`src/rtl/path_pkg.sv`:
```
// Shared constants for the sprite path sequencer: state encoding, home point,
// waypoint table and coordinate widths.
package path_pkg;

    typedef enum logic {
        S_IDLE = 1'b0,
        S_RUN  = 1'b1
    } state_t;

    localparam int PATH_N_WP = 6;
    localparam int PATH_X_W  = 7;
    localparam int PATH_Y_W  = 6;

    localparam logic [PATH_X_W-1:0] HOME_X = 7'd84;
    localparam logic [PATH_Y_W-1:0] HOME_Y = 6'd0;

    // Index 0 is home; the path closes by returning from the last entry to it.
    localparam logic [PATH_X_W-1:0] WP_X [PATH_N_WP] = '{7'd84, 7'd84, 7'd42, 7'd42, 7'd63, 7'd63};
    localparam logic [PATH_Y_W-1:0] WP_Y [PATH_N_WP] = '{6'd0,  6'd52, 6'd52, 6'd26, 6'd26, 6'd0};

    function automatic logic [PATH_X_W-1:0] wp_x(input logic [2:0] idx);
        return (int'(idx) < PATH_N_WP) ? WP_X[idx] : HOME_X;
    endfunction

    function automatic logic [PATH_Y_W-1:0] wp_y(input logic [2:0] idx);
        return (int'(idx) < PATH_N_WP) ? WP_Y[idx] : HOME_Y;
    endfunction

endpackage

```
`src/rtl/axis_stepper.sv`:
```
// One-axis next-coordinate calculation: move one pixel toward the target and
// flag when the resulting coordinate lands on it.
module axis_stepper #(
    parameter int W = 7
) (
    input  logic [W-1:0] cur,
    input  logic [W-1:0] tgt,
    output logic [W-1:0] nxt,
    output logic         equal
);

    always_comb begin
        nxt = cur;
        if (cur < tgt)
            nxt = cur + 1'b1;
        else if (cur > tgt)
            nxt = cur - 1'b1;
        equal = (nxt == tgt);
    end

endmodule

```
`src/rtl/path_sequencer.sv`:
```
// Walks the sprite anchor around the fixed waypoint loop, one pixel per
// accepted step tick, with diagonal-capable moves.
module path_sequencer
    import path_pkg::*;
#(
    parameter int N_WP = PATH_N_WP,
    parameter int X_W  = PATH_X_W,
    parameter int Y_W  = PATH_Y_W
) (
    input  logic           clk,
    input  logic           reset,
    input  logic           enable,
    input  logic           start,
    input  logic           pause,
    input  logic           loop_mode,
    input  logic           step_tick,
    output logic [X_W-1:0] pos_x,
    output logic [Y_W-1:0] pos_y,
    output logic [2:0]     seg_idx,
    output logic           busy,
    output logic           at_wp,
    output logic           lap_done
);

    state_t         state, state_n;
    logic [X_W-1:0] pos_x_n, tgt_x, step_x;
    logic [Y_W-1:0] pos_y_n, tgt_y, step_y;
    logic [2:0]     seg_n, seg_inc;
    logic           at_wp_n, lap_done_n;
    logic           eq_x, eq_y, do_step;

    assign tgt_x   = X_W'(wp_x(seg_idx));
    assign tgt_y   = Y_W'(wp_y(seg_idx));
    assign seg_inc = (seg_idx == 3'(N_WP - 1)) ? 3'd0 : seg_idx + 3'd1;
    assign do_step = (state == S_RUN) && step_tick && !pause;
    assign busy    = (state == S_RUN);

    axis_stepper #(.W(X_W)) u_axis_x (.cur(pos_x), .tgt(tgt_x), .nxt(step_x), .equal(eq_x));
    axis_stepper #(.W(Y_W)) u_axis_y (.cur(pos_y), .tgt(tgt_y), .nxt(step_y), .equal(eq_y));

    always_comb begin
        state_n    = state;
        pos_x_n    = pos_x;
        pos_y_n    = pos_y;
        seg_n      = seg_idx;
        at_wp_n    = 1'b0;
        lap_done_n = 1'b0;
        if (!enable) begin
            state_n = S_IDLE;
            pos_x_n = X_W'(HOME_X);
            pos_y_n = Y_W'(HOME_Y);
            seg_n   = 3'd0;
        end else if (state == S_IDLE) begin
            pos_x_n = X_W'(HOME_X);
            pos_y_n = Y_W'(HOME_Y);
            seg_n   = 3'd0;
            if (start) begin
                state_n = S_RUN;
                seg_n   = 3'd1;
            end
        end else if (do_step) begin
            pos_x_n = step_x;
            pos_y_n = step_y;
            if (eq_x && eq_y) begin
                at_wp_n = 1'b1;
                // Target 0 is home, so arriving there closes the lap.
                if (seg_idx == 3'd0) begin
                    lap_done_n = 1'b1;
                    if (loop_mode) begin
                        seg_n = 3'd1;
                    end else begin
                        state_n = S_IDLE;
                        seg_n   = 3'd0;
                    end
                end else begin
                    seg_n = seg_inc;
                end
            end
        end
    end

    always_ff @(posedge clk) begin
        if (reset) begin
            state    <= S_IDLE;
            pos_x    <= X_W'(HOME_X);
            pos_y    <= Y_W'(HOME_Y);
            seg_idx  <= 3'd0;
            at_wp    <= 1'b0;
            lap_done <= 1'b0;
        end else begin
            state    <= state_n;
            pos_x    <= pos_x_n;
            pos_y    <= pos_y_n;
            seg_idx  <= seg_n;
            at_wp    <= at_wp_n;
            lap_done <= lap_done_n;
        end
    end

endmodule

```
`config.mk`:
```
export PLATFORM = sky130hd
export DESIGN_NAME = path_sequencer
export DESIGN_NICKNAME = d
export VERILOG_FILES = /design/src/rtl/path_pkg.sv /design/src/rtl/axis_stepper.sv /design/src/rtl/path_sequencer.sv
export SDC_FILE = /design/constraint.sdc
export NUM_CORES = 1
export LEC_CHECK = 0
export ABC_AREA = 1
export CORE_MARGIN = 1.5
export CORE_UTILIZATION = 55
export DETAILED_ROUTE_END_ITERATION = 16
export PLACE_DENSITY = 0.77
export SYNTH_ARGS = -nofsm -noshare
export SYNTH_HDL_FRONTEND = slang
export SYNTH_SLANG_ARGS = --single-unit
```
`constraint.sdc`:
```
create_clock -name clk -period 4 [get_ports clk]
set_input_delay 0.6 -clock clk [delete_from_list [all_inputs] [get_ports clk]]
set_output_delay 0.6 -clock clk [all_outputs]
set_load 0.1 [all_outputs]
```
==> flow_summary.ini, run 1 <==
[layout]
drive_gt1_share_pct = 6.812
n_antenna_cell = 0
finalNetCount = 398
areaGrowthSynthToFinish_pct = 16.82
utilization_pct = 66.01

[clock_tree]
ctsRootBufferMaster = clkbuf_8
htree_levels = 1
insertion_delay_ns = 0.26
clkTransAtPathRegs_ns = 0.08
cts_buffers = 3
hold_buffers = 0
cts_resized = 0
clock_path_buffers = 2
clock_sinks = 19
postCtsSetupBuffers = 0
cts_tree = done

[place]
numPortBuffers = 25
gp_congestion = 0.9421
hpwl_mm = 3.926

[die]
ioPinCount = 26
start_util_pct = 56.51
num_rows = 22
die_x_um = 64.10
dieHeight_um = 64.10
die-area_sq_um = 4109
core_sq_um = 3633

[timing]
worstMarginPinSlew_ns = 0.9748
finalSetupViolations = 0
layout_min_cycle_time_ns = 3.394
hold_viol_final = 0
tns_ns = 0
relSlewSlack_pct = 34.81
fin_crit_sh_pct = 84.86
slew_violations = 0
finClkSkew_ns = 0.001632
rsz0062_at_grt = no
fmax_mhz = 294.6

[critical_path]
cp_slowest_stage_delay_ns = 0.43
critPathKind = reg -> reg
cpMostUsedCell = nand2_1
worstSetupEndpointType = register
cp.arrival_ns = 3.56
start_kind = register
crit_family = simple AND/OR/NAND/NOR gates
crit_path_cell_trace = inv_1, ha_1, inv_1, nor3_1, inv_1, ha_1, nand2_1, nor2_4, nand2_2, nand3_4, nand2_1, nand3_1, nand2_1, nand2_1, nand2_1, nor2_1, nand2_1, nor2_2, nand2_2, o21ai_0, nor2_1
cp_max_fo = 8
required_ns = 4.16
critPathBufInv = 3
cp_slowest_cell = dfxtp_1

[yosys]
synth_sequential_area_ratio_pct = 18.53
synth_top_family_by_area = simple AND/OR/NAND/NOR gates
netlist_area_sq_um = 2053
synth_cell_type_count = 30
syn_nets = 370
synth_async_sr_flop_share_pct = 0
syn_inst = 340
synth_simple_gate_area_share_pct = 44.12
synthMuxAreaShare_pct = 0
synth-edff-count = 0
yosysMostFrequentCell = nand2_1
synth_top_flop_cell = dfxtp_1
synth.area.top_cells = dfxtp_1, nand2_1, ha_1
synth_compound_area_share_pct = 11.94
synthTopCellsByCount = nand2_1, inv_1, nand3_1, ha_1, nor2_1
ys_seq_elements = 19
synthAdderAreaFrac_pct = 14.02
synthXorXnorAreaFrac_pct = 0.4266
synth_top_area_cell = dfxtp_1
synth_top_cell_area_share_pct = 18.53
avgSynthCellArea_sq_um = 6.039
yosysWarningCount = 0

[global_routing]
grt_pass1_vias = 1971
antenna_found_initial = 0
grt_overflow_total = 0
grt_max_degree = 16
grtUsageTotal_pct = 24.97
grt_first_pass_wirelength_mm = 8.335

[flow_run]
drv_cap = 0

[routing]
antenna_left = 0
drt_wl_total_mm = 4.938
wl_per_cell_um = 11.90
first_iter_violations = 110
vias_per_cell = 5.253
via_count = 2180
drt_pre_antenna_iters = 4
drt_drc_violations_left = 0

[power_and_ir_drop]
leakagePower_nw = 1.191
peakVddDrop_uv = 118.5
power_switching_mw = 0.1855
p_seq_share_pct = 38.8
power_density_nw_per_um2 = 207.8
switching_share_pct = 37.21
p_clk_share_pct = 28.9
p_comb_share_pct = 32.4
internal_power_mw = 0.3130

[outcome]
status = finished, final reports clean

[min_path]
hold_class = reg -> reg
[worst paths after layout]
kind                           startpoint                 endpoint  slack [ns]  cells past startpoint
setup / recovery  seg_idx[1]$_SDFFE_PP0P_  seg_idx[2]$_SDFFE_PP0P_        0.61                     21
hold reg to reg   seg_idx[1]$_SDFFE_PP0P_  seg_idx[1]$_SDFFE_PP0P_        0.55                      2
hold / removal    seg_idx[1]$_SDFFE_PP0P_  seg_idx[1]$_SDFFE_PP0P_        0.55                      2
setup reg to reg  seg_idx[1]$_SDFFE_PP0P_  seg_idx[2]$_SDFFE_PP0P_        0.61                     21
[stage by stage]
| step | area, sq um | power [mW] | hold WS, ns | worst slack (ns) | std cells |
|---|---|---|---|---|---|
| global placement | 2352 | 0.3553 | 0.5321 | 0.7582 | 411 |
| floorplan | 2053 | 0.3264 | 0.7607 | 0.1742 | 340 |
| CTS | 2399 | 0.4977 | 0.5505 | 0.6198 | 415 |
| global route | 2399 | 0.5321 | 0.5885 | 0.1709 | 415 |
| finish | 2399 | 0.4985 | 0.5496 | 0.6058 | 415 |
| detailed placement | 2352 | 0.3572 | 0.5392 | 0.6564 | 411 |
[cells in the final DEF, fill, tap and decap left out, drive strengths merged]
cell / n
or2: 1
nand3: 50
nand4: 8
a211oi: 1
a21boi: 2
a21oi: 19
nor3: 7
o21ai: 17
ha: 23
clkinv: 1
inv: 55
xor2: 1
clkbuf: 3
clkdlybuf4s50: 25
nand2: 102
o2111ai: 1
buf: 1
nor2: 26
o211ai: 2
nand3b: 2
nor4: 1
dfxtp: 19
[tightest hold or removal path, stage by stage, from the launching register on]
cell,delay [ns]
dfxtp_1,0.37
nand2_1,0.08
a21oi_1,0.06
[power groups by stage]
stage | clock network (mW) | registers [mW] | logic, mW
6_report | 0.144 | 0.193 | 0.161
5_1_grt | 0.154 | 0.194 | 0.184
4_1_cts | 0.144 | 0.193 | 0.160
3_5_place_dp | 0 | 0.198 | 0.160
3_3_place_gp | 0 | 0.198 | 0.158
2_1_floorplan | 0 | 0.208 | 0.119
[cell type report]
type / count / area (sq um)
sequential: 19 / 380.4
tap: 48 / 60.06
clock buffer: 3 / 41.29
multi-input combinational: 263 / 1448
inverter: 55 / 206.4
timing repair buffer: 26 / 257.7
fill: 369 / 1235
clock inverter: 1 / 5.005
[layer usage]
layer  vias up  global-route usage (%)  share of wire, %
met4         0                   4.255              0.69
li1       1165                       -                 -
met2        35                   43.75                46
met1       975                   32.61                50
met3         5                   4.049               3.8
met5         -                       0                 0
[logic make-up (layout without fill, tap and decap cells)]
kind of cell,after synthesis,count (layout)
fa+ha+maj,23,23
flops,19,19
buf+inv,58,85
compound gates,42,42
xor+xnor,1,1
simple gates,197,197
[registers in the layout (all words and copies together) (netlist names)]
name and flops:
pos_y 6, seg_idx 3, busy 1, at_wp 1, pos_x 7, lap_done 1
Power figures use the tool's default switching activity.
==> inputs of run 2 (changes only) <==
Settings changed: CORE_UTILIZATION 55 to 51, PLACE_DENSITY 0.77 to 0.75.
Clock period 4 ns to 3.1 ns, I/O delays scaled along.
==> run 2 against run 1 <==
  * Clock-buffer cell count did not move
  * Critical path type unchanged
  * Sequential share of layout area fell by 1.8 points
  * Maximum frequency rose by 12%
==> flow_summary.ini, run 2 (same netlist as run 1, synthesis figures left out) <==
[clock_tree]
insertion_delay_ns = 0.27
ctsRootBufferMaster = clkbuf_8
clock_path_buffers = 2
htree_levels = 1
hold_buffers = 0
clock_sinks = 19
cts_tree = done
clkTransAtPathRegs_ns = 0.08
cts_buffers = 3

[outcome]
status = finished, final reports clean

[critical_path]
critPathKind = reg -> reg
start_kind = register
cp.arrival_ns = 3.23
cp_slowest_stage_delay_ns = 0.39
cp_slowest_cell = dfxtp_4
critPathBufInv = 3
required_ns = 3.30
crit_path_cell_trace = ha_2, inv_1, o21ai_1, nor2_1, inv_1, ha_1, nand2_1, nand2_1, nand2_2, nand3_4, nor2_4, nand2_2, nand2_2, nand2_2, nand2_2, nand2_2, nand2_2, nand2_2, nor2_4, buf_4, nand3_2, a21oi_2
cp_max_fo = 8
worstSetupEndpointType = register
crit_family = simple AND/OR/NAND/NOR gates
cpMostUsedCell = nand2_2

[place]
dpl.cell_count = 417
pre_cts_slack_ns = -0.02694
gp_congestion = 0.9108
hpwl_mm = 4.054
numPortBuffers = 25

[routing]
wl_per_cell_um = 13.71
via_count = 2337
antenna_left = 0
first_iter_violations = 180
vias_per_cell = 5.448
drt_pre_antenna_iters = 4
drt_drc_violations_left = 0
drt_wl_total_mm = 5.881

[min_path]
hold_class = reg -> reg

[layout]
utilization_pct = 73.79
n_antenna_cell = 0
top_regs = pos_x: 7 flops, pos_y: 6 flops, seg_idx: 3 flops
drive_gt1_share_pct = 30.97
final_cell_mix = nand2_1, inv_1, nand3_1
final_common_cell = nand2_1
final_cells = 429
finalNetCount = 412
max_flop_register = pos_x
largest_reg_flops = 7
areaGrowthSynthToFinish_pct = 35.53

[power_and_ir_drop]
power_density_nw_per_um2 = 265.3
p_clk_share_pct = 26.0
power_switching_mw = 0.2994
power_mw = 0.7382
switching_share_pct = 40.56
p_comb_share_pct = 40.3
leakagePower_nw = 1.354
p_seq_share_pct = 33.6
peakVddDrop_uv = 277.2
internal_power_mw = 0.4388

[timing]
fin_crit_sh_pct = 97.60
finClkSkew_ns = 0.003788
relSlewSlack_pct = 69.40
worst_slack_ns = 0.07449
slew_violations = 0
hold_viol_final = 0
worstMarginPinSlew_ns = 0.4549
layout_min_cycle_time_ns = 3.026
fmax_mhz = 330.5
finalSetupViolations = 0

[global_routing]
grt_overflow_total = 0
antenna_found_initial = 0
grtUsageTotal_pct = 25.15
grt_max_degree = 15
grt_first_pass_wirelength_mm = 8.756
grt_pass1_vias = 2013

[die]
ioPinCount = 26
die-area_sq_um = 4416
core_sq_um = 3771
num_rows = 22
die_x_um = 66.45
dieHeight_um = 66.45
start_util_pct = 54.45

[flow_run]
drv_cap = 0
-- run 2: path summary, 6_finish.rpt --
kind | from | endpoint | slack (ns) | depth (start not counted)
worst min register to register | seg_idx[1]$_SDFFE_PP0P_ | seg_idx[1]$_SDFFE_PP0P_ | 0.56 | 2
worst max register to register | seg_idx[2]$_SDFFE_PP0P_ | seg_idx[1]$_SDFFE_PP0P_ | 0.07 | 22
worst min-delay path | seg_idx[1]$_SDFFE_PP0P_ | seg_idx[1]$_SDFFE_PP0P_ | 0.56 | 2
worst max-delay path | seg_idx[2]$_SDFFE_PP0P_ | seg_idx[1]$_SDFFE_PP0P_ | 0.07 | 22
-- run 2: worst min-delay path, delay by kind of cell (launching register included) --
family | cells | cell delay [ns]
flops | 1 | 0.38
simple gates | 1 | 0.09
compound gates | 1 | 0.06
-- run 2: layout make-up --
class                           instances  area (sq um)
Inverter                               55         211.5
Clock inverter                          1         7.507
Multi-Input combinational cell        263          1755
Clock buffer                            3         41.29
Sequential cell                        19         391.6
Timing Repair Buffer                   40         315.3
Fill cell                             317         988.4
Tap cell                               48         60.06
-- run 2: power groups by stage --
stage	Clock, mW	Combinational [mW]	Sequential (mW)
2_1_floorplan	0	0.153	0.267
3_3_place_gp	0	0.212	0.254
3_5_place_dp	0	0.212	0.254
4_1_cts	0.193	0.214	0.248
5_1_grt	0.202	0.324	0.249
6_report	0.192	0.298	0.248
-- run 2: metal layers --
layer / wire length [um] / global-route usage, %
met1: 2731 / 34.71
met2: 2820 / 42.00
met3: 219 / 4.054
met4: 110 / 3.571
met5: 0 / 0
-- run 2: repair_timing --
action                     4_1_cts  5_1_grt
setup buffers                    0        8
resized for setup                1       81
setup endpoints to repair        2        6
pin swaps                        0       29
gates cloned                     0        0
-- run 2: metrics by stage --
stage / area (sq um) / hold slack, ns / TNS, ns
2_1_floorplan: 2067 / 0.6183 / 0
3_3_place_gp: 2364 / 0.5164 / 0
3_5_place_dp: 2364 / 0.5194 / -0.02694
4_1_cts: 2419 / 0.5384 / 0
5_1_grt: 2783 / 0.5903 / -0.5374
6_report: 2783 / 0.5636 / 0
==> inputs of run 3 (changes only) <==
Settings changed: CORE_UTILIZATION 51 to 27, PLACE_DENSITY 0.75 to 0.44.
==> run 3 against run 2 <==
  * Clock skew is 0.00057 ns lower
  * Power down 3.0%
  * Sequential cell count unchanged
  * Wire length rose by 1.9%
  * Final cell count rose by 13%
  * Global-route usage fell by 10 points
  * Combinational power shrank 9.4%
  * Maximum frequency rose by 3.1%
  * Via count is 3.9% lower
  * First-iteration DRC count down 56%
  * Sequential power about the same
  * Largest cell class unchanged
  * Largest power group unchanged
  * Highest routed layer unchanged
==> flow_summary.ini, run 3 (same netlist as run 1, synthesis figures left out) <==
[outcome]
status = finished, final reports clean

[critical_path]
critPathKind = reg -> reg
rrSetupSlack_ns = 0.17
start_kind = register
setup.worst_path.end = at_wp$_SDFF_PP0_
rr_endpoint = at_wp$_SDFF_PP0_
worstSetupEndpointType = register
cp_max_fo = 7
startpoint = seg_idx[1]$_SDFFE_PP0P_
rr_worst_depth = 19
reg2reg_from = seg_idx[1]$_SDFFE_PP0P_
cp.arrival_ns = 3.14
required_ns = 3.31

[timing]
rsz0062_at_grt = yes
tns_ns = 0
hold_viol_final = 0
fmax_mhz = 340.9
finalSetupViolations = 0
finClkSkew_ns = 0.003213
layout_min_cycle_time_ns = 2.933
worstMarginPinSlew_ns = 0.4263
slew_violations = 0
relSlewSlack_pct = 71.54
fin_crit_sh_pct = 94.62
worst_slack_ns = 0.1667

[min_path]
hold_class = reg -> reg
hold_start = seg_idx[0]$_SDFFE_PP0P_

[layout]
regArea_sq_um = 391.6
finalNetCount = 418
n_antenna_cell = 0
max_flop_register = pos_x
final_common_cell = nand2_1
final_cell_mix = nand2_1, inv_1, nand3_1
final_cells = 486
largest_reg_flops = 7
multiInputGateArea_sq_um = 1637
fillers = 812
drive_gt1_share_pct = 26.87
utilization_pct = 38.06
areaGrowthSynthToFinish_pct = 35.16
top_regs = pos_x: 7 flops, pos_y: 6 flops, seg_idx: 3 flops

[place]
pre_cts_slack_ns = -0.04806
numPortBuffers = 25
hpwl_mm = 4.703
gp_congestion = 0.7746
dpl.cell_count = 477

[routing]
first_iter_violations = 79
drt_drc_violations_left = 0
via_count = 2245
drt_pre_antenna_iters = 4
antenna_left = 0
drt_wl_total_mm = 5.993
wl_per_cell_um = 12.33
vias_per_cell = 4.619

[clock_tree]
htree_levels = 1
clock_path_buffers = 2
ctsRootBufferMaster = clkbuf_8
insertion_delay_ns = 0.27
clkTransAtPathRegs_ns = 0.09
clock_sinks = 19
cts_tree = done
cts_buffers = 3

[die]
dieHeight_um = 90.21
core_sq_um = 7292
ioPinCount = 26
die_x_um = 90.21
die-area_sq_um = 8137
start_util_pct = 28.16
num_rows = 31

[global_routing]
grtUsageTotal_pct = 14.83
grt_overflow_total = 0
grt_max_degree = 15
grt_first_pass_wirelength_mm = 9.956
grt_pass1_vias = 2120
antenna_found_initial = 0

[power_and_ir_drop]
peakVddDrop_uv = 122.4
leakagePower_nw = 1.339
power_density_nw_per_um2 = 258.0

[flow_run]
drv_cap = 0
[run 3: critical path: stages, from the launching register on]
cell,delay [ns]
dfxtp_4,0.41
inv_6,0.05
ha_4,0.27
inv_4,0.04
nor3_4,0.21
inv_2,0.11
ha_4,0.31
nand2_4,0.06
nor2_4,0.16
nand2_4,0.09
nand3_4,0.11
buf_4,0.14
nand2_1,0.06
o21ai_2,0.08
inv_1,0.07
o21ai_1,0.13
nand3_1,0.10
nor3_2,0.14
nand4_1,0.18
nor2_1,0.15
[run 3: worst min path at each step]
stage / slack [ns] / depth (start not counted) / endpoint
after CTS: 0.54 / 2 / seg_idx[1]$_SDFFE_PP0P_
final: 0.55 / 2 / seg_idx[0]$_SDFFE_PP0P_
after floorplan: 0.62 / 3 / seg_idx[2]$_SDFFE_PP0P_
after global placement: 0.53 / 2 / seg_idx[1]$_SDFFE_PP0P_
after global routing: 0.59 / 2 / seg_idx[1]$_SDFFE_PP0P_
after detailed placement: 0.52 / 2 / seg_idx[1]$_SDFFE_PP0P_
[run 3: layer usage]
layer	global-route usage, %	share of wire (%)	vias to the layer above
met5	0	0	-
met4	3.836	0.95	0
met3	2.792	3.3	6
met2	23.86	46	40
met1	20.21	50	995
li1	-	-	1204
[run 3: what timing repair did]
| action | in CTS | in global routing |
|---|---|---|
| setup endpoints to repair | 4 | 6 |
| pin swaps | 0 | 17 |
| resized for setup | 3 | 48 |
| buffers inserted | 0 | 5 |
| hold buffers | 0 | 0 |
[run 3: layout make-up]
type,instances,share of cell area [%]
flip-flops and latches,19,14.11
multi-input cells,263,58.97
well taps,99,4.463
clock inverters,1,0.2705
repair buffers,46,12.98
clock buffers,3,1.488
inverters,55,7.710
[run 3: where the power goes]
part / switching [mW] / internal [mW] / leakage, nW
Combinational: 0.169 / 0.101 / 1.16
Sequential: 0.00407 / 0.244 / 0.156
Clock: 0.107 / 0.0912 / 0.0217
[run 3: per-stage QoR]
stage	area [sq um]	power (mW)	hold slack (ns)
floorplan	2067	0.4203	0.6183
global placement	2495	0.4823	0.5320
detailed placement	2495	0.4815	0.5181
CTS	2552	0.6853	0.5401
global route	2775	0.7652	0.5874
finish	2775	0.7161	0.5516
